## config.mk

```make
export PLATFORM = sky130hd
export DESIGN_NAME = button_press_classifier
export DESIGN_NICKNAME = d
export VERILOG_FILES = /design/src/rtl/button_press_classifier.sv
export SDC_FILE = /design/constraint.sdc
export NUM_CORES = 1
export LEC_CHECK = 0
export ABC_AREA = 1
export CAP_MARGIN = 20
export CORE_UTILIZATION = 40
export DETAILED_ROUTE_END_ITERATION = 10
export GPL_ROUTABILITY_DRIVEN = 0
export MAX_ROUTING_LAYER = met4
export PLACE_DENSITY = 0.62
export SYNTH_ARGS = -nofsm -noshare
export SYNTH_HDL_FRONTEND = slang
export SYNTH_SLANG_ARGS = --single-unit
```

## constraint.sdc

```tcl
create_clock -name Clk -period 4.53 [get_ports Clk]
set_input_delay 1.1325 -clock Clk [delete_from_list [all_inputs] [get_ports Clk]]
set_output_delay 1.1325 -clock Clk [all_outputs]
set_load 0.05 [all_outputs]
```

## src/rtl/button_press_classifier.sv

```systemverilog
// button_press_classifier
// Turns the debounced, Clk-synchronous button level into single-cycle gesture
// pulses: Press, Release, ShortPress, LongPress and DoubleClick. Held mirrors
// the registered level.
// Optional feature: define PRESS_AUTOREPEAT_EN to add the Repeat output, which
// pulses every REPEAT_COUNT cycles while the button stays in a long press.
// The input already comes from the debouncer in the Clk domain, so there is no
// synchroniser here.

module button_press_classifier #(
  parameter int CNT_W        = 26,
  parameter int LONG_COUNT   = 25000000,
  parameter int GAP_COUNT    = 12500000,
  parameter int REPEAT_COUNT = 5000000
) (
  input  logic Clk,
  input  logic nReset,
  input  logic Level,
  output logic Press,
  output logic Release,
  output logic ShortPress,
  output logic LongPress,
  output logic DoubleClick,
  output logic Held
`ifdef PRESS_AUTOREPEAT_EN
  ,
  output logic Repeat
`endif
);

  typedef enum logic [2:0] {
    IDLE  = 3'd0,
    HELD  = 3'd1,
    GAP   = 3'd2,
    HELD2 = 3'd3,
    LONG  = 3'd4
  } state_t;

  localparam logic [CNT_W-1:0] LONG_LIM = CNT_W'(LONG_COUNT - 1);
  localparam logic [CNT_W-1:0] GAP_LIM  = CNT_W'(GAP_COUNT - 1);
  localparam logic [CNT_W-1:0] CNT_MAX  = {CNT_W{1'b1}};

  state_t           state;
  logic [CNT_W-1:0] cnt;
  logic [CNT_W-1:0] cnt_next;
  logic             level_q;
  logic             rise;
  logic             fall;

  assign rise     = Level & ~level_q;
  assign fall     = ~Level & level_q;
  assign cnt_next = (cnt == CNT_MAX) ? cnt : cnt + 1'b1;
  assign Held     = level_q;

`ifdef PRESS_AUTOREPEAT_EN
  localparam logic [CNT_W-1:0] REP_LIM = CNT_W'(REPEAT_COUNT - 1);
  logic [CNT_W-1:0] rep_cnt;
`endif

  // Gesture FSM: edge register, dwell counter and registered event pulses.
  always_ff @(posedge Clk or negedge nReset) begin
    if (!nReset) begin
      state       <= IDLE;
      cnt         <= '0;
      level_q     <= 1'b0;
      Press       <= 1'b0;
      Release     <= 1'b0;
      ShortPress  <= 1'b0;
      LongPress   <= 1'b0;
      DoubleClick <= 1'b0;
`ifdef PRESS_AUTOREPEAT_EN
      rep_cnt     <= '0;
      Repeat      <= 1'b0;
`endif
    end else begin
      level_q     <= Level;
      Press       <= 1'b0;
      Release     <= 1'b0;
      ShortPress  <= 1'b0;
      LongPress   <= 1'b0;
      DoubleClick <= 1'b0;
`ifdef PRESS_AUTOREPEAT_EN
      Repeat      <= 1'b0;
`endif
      case (state)
        IDLE: begin
          if (rise) begin
            Press <= 1'b1;
            state <= HELD;
            cnt   <= '0;
          end else begin
            cnt <= cnt_next;
          end
        end
        HELD: begin
          if (fall) begin
            Release <= 1'b1;
            state   <= GAP;
            cnt     <= '0;
          end else if (cnt == LONG_LIM) begin
            LongPress <= 1'b1;
            state     <= LONG;
            cnt       <= '0;
`ifdef PRESS_AUTOREPEAT_EN
            rep_cnt   <= '0;
`endif
          end else begin
            cnt <= cnt_next;
          end
        end
        GAP: begin
          if (rise) begin
            Press       <= 1'b1;
            DoubleClick <= 1'b1;
            state       <= HELD2;
            cnt         <= '0;
          end else if (cnt == GAP_LIM) begin
            ShortPress <= 1'b1;
            state      <= IDLE;
            cnt        <= '0;
          end else begin
            cnt <= cnt_next;
          end
        end
        HELD2: begin
          if (fall) begin
            Release <= 1'b1;
            state   <= IDLE;
            cnt     <= '0;
          end else begin
            cnt <= cnt_next;
          end
        end
        LONG: begin
          if (fall) begin
            Release <= 1'b1;
            state   <= IDLE;
            cnt     <= '0;
          end else begin
            cnt <= cnt_next;
`ifdef PRESS_AUTOREPEAT_EN
            if (rep_cnt == REP_LIM) begin
              Repeat  <= 1'b1;
              rep_cnt <= '0;
            end else begin
              rep_cnt <= rep_cnt + 1'b1;
            end
`endif
          end
        end
        default: begin
          state <= IDLE;
          cnt   <= '0;
        end
      endcase
    end
  end

endmodule

```

==> metrics.cfg <==
[final_layout]
regArea_um2 = 876
multi_input_area_um2 = 1110
drive_above_1_share_pct = 4.36
num_antenna_cells = 0
syn2layout_area_growth_pct = 11.0
fill_cells = 573
final_util_pct = 47.6
nets = 370
final_cells = 437

[synthesis]
synth_area_leaders = dfrtp_1, nand2_1, nor2_1
synth_fp_nets = 360
seq_area_frac_synth_pct = 38.8
syn_area_per_cell_um2 = 6.34
synth_top_area_cell = dfrtp_1
netlist_area_um2 = 2260
ys_warn_count = 0
synth_top_flop_cell = dfrtp_1
synthCells = 356
yosysTopAreaCellShare_pct = 38.8
ys_types = 23
async_flop_share_pct = 100
synth_edf_count = 0
ys_ff_latch = 35

[setup_path]
cp_max_fo = 2
r2r-start = cnt[0]
max_stage_delay_ns = 0.80
cp_cell_sequence = clkdlybuf4s50_1
crit_family = buffers and inverters
reg2reg_to = cnt[19]
worstSetupStartpointType = flop
slowest_stage = clkdlybuf4s50_1
rr_worst_depth = 10
r2r_setup_slack_ns = 2.28
required_ns = 3.40
path_class = flop to primary output
cp.arrival_ns = 1.45
end_kind = primary output
crit_buf_inv = 1

[sta]
postLayoutSetupSlackWorst_ns = 1.95
maxSlewViolCount = 0
slew_headroom_pct = 47.4
fin_tns_setup_ns = 0
final-hold-violation-count = 0
tightest_slew_ns = 0.789
skew_ns = 0.00578
min_period_ns = 2.58
fin_crit_sh_pct = 57.0
rsz0062_at_grt = no
fmax_mhz = 388
setup-violations-final = 0

[die]
start_util_pct = 42.8
io-pin-count = 9
rows = 26
core_um2 = 5270
die_h_um = 77.1
die_w_um = 77.1
dieArea_um2 = 5950

[run_status]
outcome = finished clean

[routing]
detail-route-antenna-nets = 0
finalWirelength_um = 5010
drt-wirelength-per-cell_um = 11.5
drt_iter0_markers = 127
drtPass1Iterations = 4
via_count = 2018
viasPerCell = 4.62
drc_errors = 0

[clock_network]
insertion_delay_ns = 0.29
htree_levels = 2
cts_hold_buf = 0
clock-sinks = 35
cts_buffers = 5
clk_pin_slew_ns = 0.08
cts_resized = 0
post_cts_buffers = 0
max-clock-path-buffers = 2
cts_tree = done
root_buffer = clkbuf_8

[global_route]
first_global_vias = 1852
antenna_found_initial = 0
grt-ovfl-total = 0
grt_max_degree = 36
grt_pass1_wl_um = 8370
grt_use_total_pct = 18.5

[pwr]
power_density_nw_per_um2 = 346
pwr-share-seq_pct = 41.9
internal_power_mw = 0.605
switching_share_pct = 30.2
power.switching_mw = 0.262
combPwrFrac_pct = 19.4
power.share.clock_pct = 38.7
ir_drop_mv = 0.203
power.total_mw = 0.867
p_leak_nw = 1.39

[worst_hold_path]
hp-class = flop to flop
min_to = state[0]
hold_path_startpoint = state[0]
hold_depth = 2

[place]
dpl.hpwl_um = 3730
dpl.cell_count = 429
post-place-ws_ns = 1.65
port_buffers = 8

[flow_run]
maxCapViolCount = 0

[Yosys cell counts (all sizes together) (2+ instances only)]
library cell and n:
buf 5, dfrtp 35, inv 60, nand2 143, nand3 18, nor2 67
nor3 4, nor4 2, o21ai 5, xnor2 3, xor2 9
[layout make-up]
class                      count  area share (%)
timing repair buffer           8            3.00
clock buffer                   5            2.75
multi-input combinational    256            44.1
tap                           70            3.49
clock inverter                 3            2.70
sequential                    35            34.9
inverter                      60            8.99
[cell usage in the layout (no fill, tap or decap), drive strengths merged]
cell type	n
and3	1
nor2	67
o211ai	1
nand3b	1
clkbuf	5
bufinv	2
nor3	4
ha	1
o21ai	5
xor2	9
inv	60
xnor2	3
clkinvlp	1
nand2	143
buf	1
nor4	2
nand3	18
nand4	1
dfrtp	35
clkdlybuf4s50	7
[metal layers]
metal / track usage [%] / vias to the layer above / wire length (um)
li1: - / 1072 / -
met1: 24.4 / 911 / 2640
met2: 28.4 / 28 / 2160
met3: 3.21 / 7 / 130
met4: 6.79 / 0 / 82
met5: - / - / 0
[registers in the layout, summed over array words and instances, names as in the netlist]
name / cells
LongPress: 1
state: 3
ShortPress: 1
Held: 1
DoubleClick: 1
Release: 1
cnt: 26
Press: 1
[cells by family (layout without fill, tap and decap cells)]
kind of cell,count (synthesis),in the layout,synth area share [%]
AO/OA/AOI/OAI,6,6,1.44
buffers and inverters,65,76,12.2
flip-flops,35,35,38.8
XOR/XNOR,12,12,4.66
adder cells (fa/ha/maj),1,1,0.554
AND/OR/NAND/NOR,237,237,42.4
[worst max path at each step]
| stage | start | to | depth (start not counted) |
|---|---|---|---|
| after floorplan | Level | cnt[2] | 8 |
| after detailed placement | Level | cnt[19] | 7 |
| after CTS | Held | Held | 1 |
| after global routing | Level | state[1] | 7 |
| after global placement | Level | cnt[25] | 7 |
| final | Held | Held | 1 |
[power groups by stage]
stage	Clock, mW	Sequential (mW)	Combinational [mW]
after floorplan	0	0.378	0.136
after global placement	0	0.368	0.168
after detailed placement	0	0.369	0.170
after CTS	0.342	0.363	0.171
after global routing	0.357	0.368	0.194
final	0.335	0.363	0.168
[stage by stage]
step / hold slack [ns] / cell area, um2
2_1_floorplan: 0.485 / 2260
3_3_place_gp: 0.514 / 2370
3_5_place_dp: 0.514 / 2370
4_1_cts: 0.535 / 2510
5_1_grt: 0.573 / 2510
6_report: 0.542 / 2510
(Power assumes the default switching activity.)
